===== src/rtl/acc_cmd_endpoint.sv =====
// Accelerator-side command endpoint: decodes execute-task commands,
// starts the core, and returns a three-word finish notification.
module acc_cmd_endpoint #(
   parameter int MAX_ACCS = 16,
   parameter int ACC_ID   = 0,
   parameter int MAX_ARGS = 8,
   localparam int ID_W    = $clog2(MAX_ACCS)
) (
   input  logic                     aclk,
   input  logic                     rst,
   input  logic                     cmdin_in_tvalid,
   output logic                     cmdin_in_tready,
   input  logic [63:0]              cmdin_in_tdata,
   input  logic                     cmdin_in_tlast,
   output logic                     cmdout_out_tvalid,
   input  logic                     cmdout_out_tready,
   output logic [ID_W-1:0]          cmdout_out_tid,
   output logic [63:0]              cmdout_out_tdata,
   output logic                     core_start,
   output logic [63:0]              core_task_id,
   output logic [63:0]              core_parent_id,
   output logic [7:0]               core_num_args,
   output logic [MAX_ARGS*64-1:0]   core_args,
   input  logic                     core_done,
   output logic                     busy,
   output logic                     err_bad_cmd
);

   localparam logic [7:0] MAX_N   = 8'(MAX_ARGS);
   localparam logic [7:0] CODE_EX = 8'h01;

   typedef enum logic [3:0] {
      HDR, TID, PID, ARGS, DRAIN, START, RUN, FIN0, FIN1, FIN2
   } state_t;

   state_t state;
   state_t state_n;

   logic                          rdy;
   logic                          err;
   logic                          err_n;
   logic [63:0]                   task_id;
   logic [63:0]                   parent_id;
   logic [7:0]                    num_args;
   logic [7:0]                    idx;
   logic [MAX_ARGS-1:0][63:0]     args;

   logic       in_hs;
   logic       out_hs;
   logic [7:0] hdr_code;
   logic [7:0] hdr_n;
   logic       hdr_bad;
   logic       last_arg;

   assign in_hs    = cmdin_in_tvalid & rdy;
   assign out_hs   = cmdout_out_tvalid & cmdout_out_tready;
   assign hdr_code = cmdin_in_tdata[7:0];
   assign hdr_n    = cmdin_in_tdata[15:8];
   assign hdr_bad  = (hdr_code != CODE_EX) || (hdr_n > MAX_N);
   assign last_arg = (idx == num_args - 8'd1);

   always_comb begin
      state_n = state;
      err_n   = 1'b0;
      unique case (state)
         HDR: begin
            if (in_hs) begin
               if (hdr_bad || cmdin_in_tlast) begin
                  if (cmdin_in_tlast) err_n = 1'b1;
                  else                state_n = DRAIN;
               end else begin
                  state_n = TID;
               end
            end
         end
         TID: begin
            if (in_hs) begin
               if (cmdin_in_tlast) begin
                  err_n   = 1'b1;
                  state_n = HDR;
               end else begin
                  state_n = PID;
               end
            end
         end
         PID: begin
            if (in_hs) begin
               if (num_args == 8'd0) begin
                  state_n = cmdin_in_tlast ? START : DRAIN;
               end else if (cmdin_in_tlast) begin
                  err_n   = 1'b1;
                  state_n = HDR;
               end else begin
                  state_n = ARGS;
               end
            end
         end
         ARGS: begin
            if (in_hs) begin
               if (last_arg) begin
                  state_n = cmdin_in_tlast ? START : DRAIN;
               end else if (cmdin_in_tlast) begin
                  err_n   = 1'b1;
                  state_n = HDR;
               end
            end
         end
         DRAIN: begin
            if (in_hs && cmdin_in_tlast) begin
               err_n   = 1'b1;
               state_n = HDR;
            end
         end
         START: state_n = RUN;
         RUN: begin
            if (core_done) state_n = FIN0;
         end
         FIN0: begin
            if (out_hs) state_n = FIN1;
         end
         FIN1: begin
            if (out_hs) state_n = FIN2;
         end
         FIN2: begin
            if (out_hs) state_n = HDR;
         end
         default: state_n = HDR;
      endcase
   end

   // Ready is registered from the next state so it stays low during reset.
   always_ff @(posedge aclk) begin
      if (rst) begin
         state     <= HDR;
         rdy       <= 1'b0;
         err       <= 1'b0;
         task_id   <= '0;
         parent_id <= '0;
         num_args  <= '0;
         idx       <= '0;
         args      <= '0;
      end else begin
         state <= state_n;
         rdy   <= (state_n == HDR) || (state_n == TID) ||
                  (state_n == PID) || (state_n == ARGS) ||
                  (state_n == DRAIN);
         err   <= err_n;
         if (in_hs) begin
            unique case (state)
               HDR: begin
                  args     <= '0;
                  num_args <= hdr_n;
                  idx      <= '0;
               end
               TID: task_id <= cmdin_in_tdata;
               PID: parent_id <= cmdin_in_tdata;
               ARGS: begin
                  for (int i = 0; i < MAX_ARGS; i++) begin
                     if (idx == 8'(i)) args[i] <= cmdin_in_tdata;
                  end
                  idx <= idx + 8'd1;
               end
               default: ;
            endcase
         end
      end
   end

   always_comb begin
      cmdout_out_tdata = '0;
      unique case (state)
         FIN0:    cmdout_out_tdata = {48'h0, 8'h00, 8'h03};
         FIN1:    cmdout_out_tdata = task_id;
         FIN2:    cmdout_out_tdata = parent_id;
         default: cmdout_out_tdata = '0;
      endcase
   end

   assign cmdin_in_tready   = rdy;
   assign cmdout_out_tvalid = (state == FIN0) || (state == FIN1) ||
                              (state == FIN2);
   assign cmdout_out_tid    = ID_W'(ACC_ID);
   assign core_start        = (state == START);
   assign core_task_id      = task_id;
   assign core_parent_id    = parent_id;
   assign core_num_args     = num_args;
   assign core_args         = args;
   assign busy              = (state != HDR);
   assign err_bad_cmd       = err;

endmodule


===== config.mk =====
export PLATFORM = sky130hd
export DESIGN_NAME = acc_cmd_endpoint
export DESIGN_NICKNAME = d
export VERILOG_FILES = /design/src/rtl/acc_cmd_endpoint.sv
export SDC_FILE = /design/constraint.sdc
export NUM_CORES = 1
export LEC_CHECK = 0
export CORE_AREA = 5 5 307 309
export DETAILED_ROUTE_END_ITERATION = 8
export DIE_AREA = 0 0 312 314
export GPL_TIMING_DRIVEN = 0
export MAX_ROUTING_LAYER = met4
export PLACE_DENSITY = 0.55
export REMOVE_ABC_BUFFERS = 1
export SKIP_LAST_GASP = 1
export SYNTH_ARGS = -nofsm -noshare
export SYNTH_HDL_FRONTEND = slang
export SYNTH_SLANG_ARGS = --single-unit

===== constraint.sdc =====
create_clock -name aclk -period 5.6 [get_ports aclk]
set_clock_uncertainty 0.2 [all_clocks]
set_input_delay 1.12 -clock aclk [delete_from_list [all_inputs] [get_ports aclk]]
set_output_delay 1.12 -clock aclk [all_outputs]
set_load 0.05 [all_outputs]

==> results_dict.tcl <==
set metrics [dict create \
    htree_levels 3 \
    clock_path_buffers 3 \
    layout_min_cycle_time_ns 4.54 \
    cap_viol_max_count 0 \
    setup_viol 0 \
    avgViaCountPerCell 4.97 \
    critPathKind "reg -> out" \
    synthCells 3275 \
    layout_commonest_cell "nor2_1" \
    syn_to_final_growth_pct 45.5 \
    required_ns 4.28 \
    total_power_mw 10.0 \
    cp_slowest_cell "clkdlybuf4s50_1" \
    max_freq_mhz 220 \
    power_density_nw_per_um2 270 \
    grt_pass1_wl_mm 158 \
    hold_buffers 0 \
    io_pins 791 \
    grt_use_total 0.213 \
    postLayoutCoreUtil 0.408 \
    finalMaxSlewViolations 0 \
    peakVddDrop_v 0.000183 \
    fillers 9227 \
    ant_nets 0 \
    p_leak_nw 12.3 \
    postCtsSetupRepairBufs 0 \
    ctsResizeCount 0 \
    slowest_delay_ns 0.87 \
    rsz0062_at_grt "false" \
    cts_buffers 76 \
    slew_headroom 0.371 \
    dp_hpwl_mm 72.9 \
    worst_pin_slew_ns 0.944 \
    worstSkewPairLatency_ns 0.61 \
    die_w_um 312 \
    nets 3959 \
    wl_mm 109 \
    synthArstFlopShare 0 \
    r2r_start "state[0]$_SDFF_PP0_" \
    die_area_um2 98000 \
    synth_area_per_cell_um2 7.80 \
    min_path_type "reg -> reg" \
    critPathCaptureType "output port" \
    critPathLaunchType "flop" \
    syn_area_um2 25500 \
    dieHeight_um 314 \
    yosysSeqAreaShare 0.519 \
    timing.final.hold_violations 0 \
    grt_max_degree 140 \
    root_buffer "clkbuf_16" \
    crit_start "state[3]$_SDFF_PP0_" \
    dpl_worst_slack_ns 0.961 \
    grt_pass1_vias 23600 \
    clkSlewWorstSetupHoldPaths_ns 0.06 \
    synth_cell_types 58 \
    place.gp.congestion 0.806 \
    port_buffers 786 \
    core_um2 91100 \
    clock-sinks 662 \
    crit_arrival_ns 3.22 \
    fin_ws_ns 1.06 \
    remaining_drc_errors 0 \
    reg2reg_depth 7 \
    rows 111 \
    ys.flop_type "dfxtp_1" \
    path_cells "inv_1 -> or3_4 -> buf_12 -> nor2_1 -> clkdlybuf4s50_1" \
    r2r-end "core_args[98]$_SDFFE_PP0P_" \
    ys_ff_latch 662 \
    synth_edf_count 0 \
    grt_remaining_overflow 0 \
    avgRoutedWirePerCell_um 21.2 \
    dr_total_vias 25500 \
    cp-endpoint "cmdout_out_tdata[12]" \
    cts_tree "yes" \
    start_util 0.280 \
    first_pass_iters 6 \
    drtIter0Drc 2250 \
    antenna_found_initial 1 \
    timing.final.crit_share 0.811 \
    ys_warn_count 0 \
    outcome "completed" \
    drive_gt1_frac 0.0483 \
    crit_fanout 36 \
    mostFrequentLayoutCells "nor2_1 (1101), clkdlybuf4s50_1 (785), dfxtp_1 (661)" \
    reg2reg_slack_ns 1.86 \
]
[registers in the layout, summed over array words and instances (netlist names)]
register / count
core_parent_id: 64
state: 4
core_num_args: 8
core_args: 512
idx: 8
cmdin_in_tready: 1
err_bad_cmd: 1
core_task_id: 64
[worst min-delay path by stage]
| stage | startpoint | to | slack [ns] | cells after the start |
|---|---|---|---|---|
| after floorplan | idx[1]$_SDFFE_PP0P_ | idx[1]$_SDFFE_PP0P_ | 0.29 | 2 |
| after CTS | core_task_id[35]$_SDFFE_PP0P_ | core_task_id[35]$_SDFFE_PP0P_ | 0.27 | 2 |
| after global placement | core_task_id[13]$_SDFFE_PP0P_ | core_task_id[13]$_SDFFE_PP0P_ | 0.26 | 2 |
| after global routing | core_task_id[47]$_SDFFE_PP0P_ | core_task_id[47]$_SDFFE_PP0P_ | 0.29 | 2 |
| after detailed placement | core_task_id[35]$_SDFFE_PP0P_ | core_task_id[35]$_SDFFE_PP0P_ | 0.26 | 2 |
| final | core_parent_id[16]$_SDFFE_PP0P_ | core_parent_id[16]$_SDFFE_PP0P_ | 0.27 | 2 |
[per-stage QoR]
stage / hold WS [ns] / TNS, ns / instance area [um^2] / cells
floorplan: 0.295 / -3287.28 / 24300 / 2971
global placement: 0.258 / - / 33600 / 4943
detailed placement: 0.263 / 0 / 34800 / 4989
CTS: 0.271 / 0 / 37200 / 5121
global route: 0.290 / 0 / 37200 / 5122
finish: 0.268 / 0 / 37200 / 5122
[final cells by class]
type | count | area, um^2 | area share
clock buffers | 107 | 2150 | 0.0578
clock inverters | 25 | 246 | 0.00663
inverters | 9 | 33.8 | 0.000909
flip-flops and latches | 662 | 13300 | 0.357
multi-input cells | 2300 | 11100 | 0.299
well taps | 1186 | 1480 | 0.0399
diodes | 1 | 2.50 | 0.0000673
repair buffers | 832 | 8890 | 0.239
[cell families (layout without fill, tap and decap cells)]
| group | after synthesis | after routing | share of synthesized area |
|---|---|---|---|
| AND/OR/NAND/NOR | 1518 | 1518 | 0.229 |
| AO/OA/AOI/OAI | 690 | 690 | 0.165 |
| flip-flops | 662 | 662 | 0.519 |
| buffers and inverters | 316 | 973 | 0.0524 |
| multiplexers | 64 | 64 | 0.0251 |
| XOR/XNOR | 16 | 16 | 0.00549 |
| adder cells (fa/ha/maj) | 8 | 8 | 0.00392 |
| other | 1 | 5 | 0.000147 |
[synth_stat cells (all sizes together) (4+ instances only)]
cell type | n | area [um^2]
xor2 | 7 | 61.3
dfxtp | 662 | 13300
nand2 | 363 | 1360
buf | 117 | 592
mux2i | 64 | 641
xnor2 | 9 | 78.8
a21oi | 143 | 719
nand3 | 5 | 25.0
nor3 | 14 | 80.1
inv | 9 | 33.8
clkbuf | 190 | 713
nand2b | 4 | 25.0
o31ai | 5 | 37.5
o21ai | 5 | 28.8
and2 | 4 | 26.3
a31oi | 514 | 3220
ha | 8 | 100
nor2b | 4 | 25.0
nor2 | 1103 | 4140
nand4 | 4 | 25.0
[power breakdown]
| group | internal [mW] | switching [mW] | leakage, nW |
|---|---|---|---|
| Sequential | 4.71 | 0.0131 | 5.33 |
| Combinational | 0.128 | 0.328 | 5.75 |
| Clock | 2.82 | 2.03 | 1.19 |
[routing by layer]
| layer | wire length (um) | vias to the layer above | share of wire | global-route usage |
|---|---|---|---|---|
| met5 | 0 | - | 0 | - |
| met4 | 4140 | 0 | 0.038 | 0.0764 |
| met3 | 9150 | 193 | 0.084 | 0.0640 |
| met2 | 51500 | 1012 | 0.47 | 0.348 |
| met1 | 43800 | 12000 | 0.40 | 0.252 |
| li1 | - | 12200 | - | - |
[worst max-delay path: cells and delay by family, from the launching register on]
kind	cells	cell delay (ns)
AND/OR/NAND/NOR	2	0.88
flip-flops	1	0.50
buffers and inverters	3	1.25
Power figures use the tool's default switching activity.
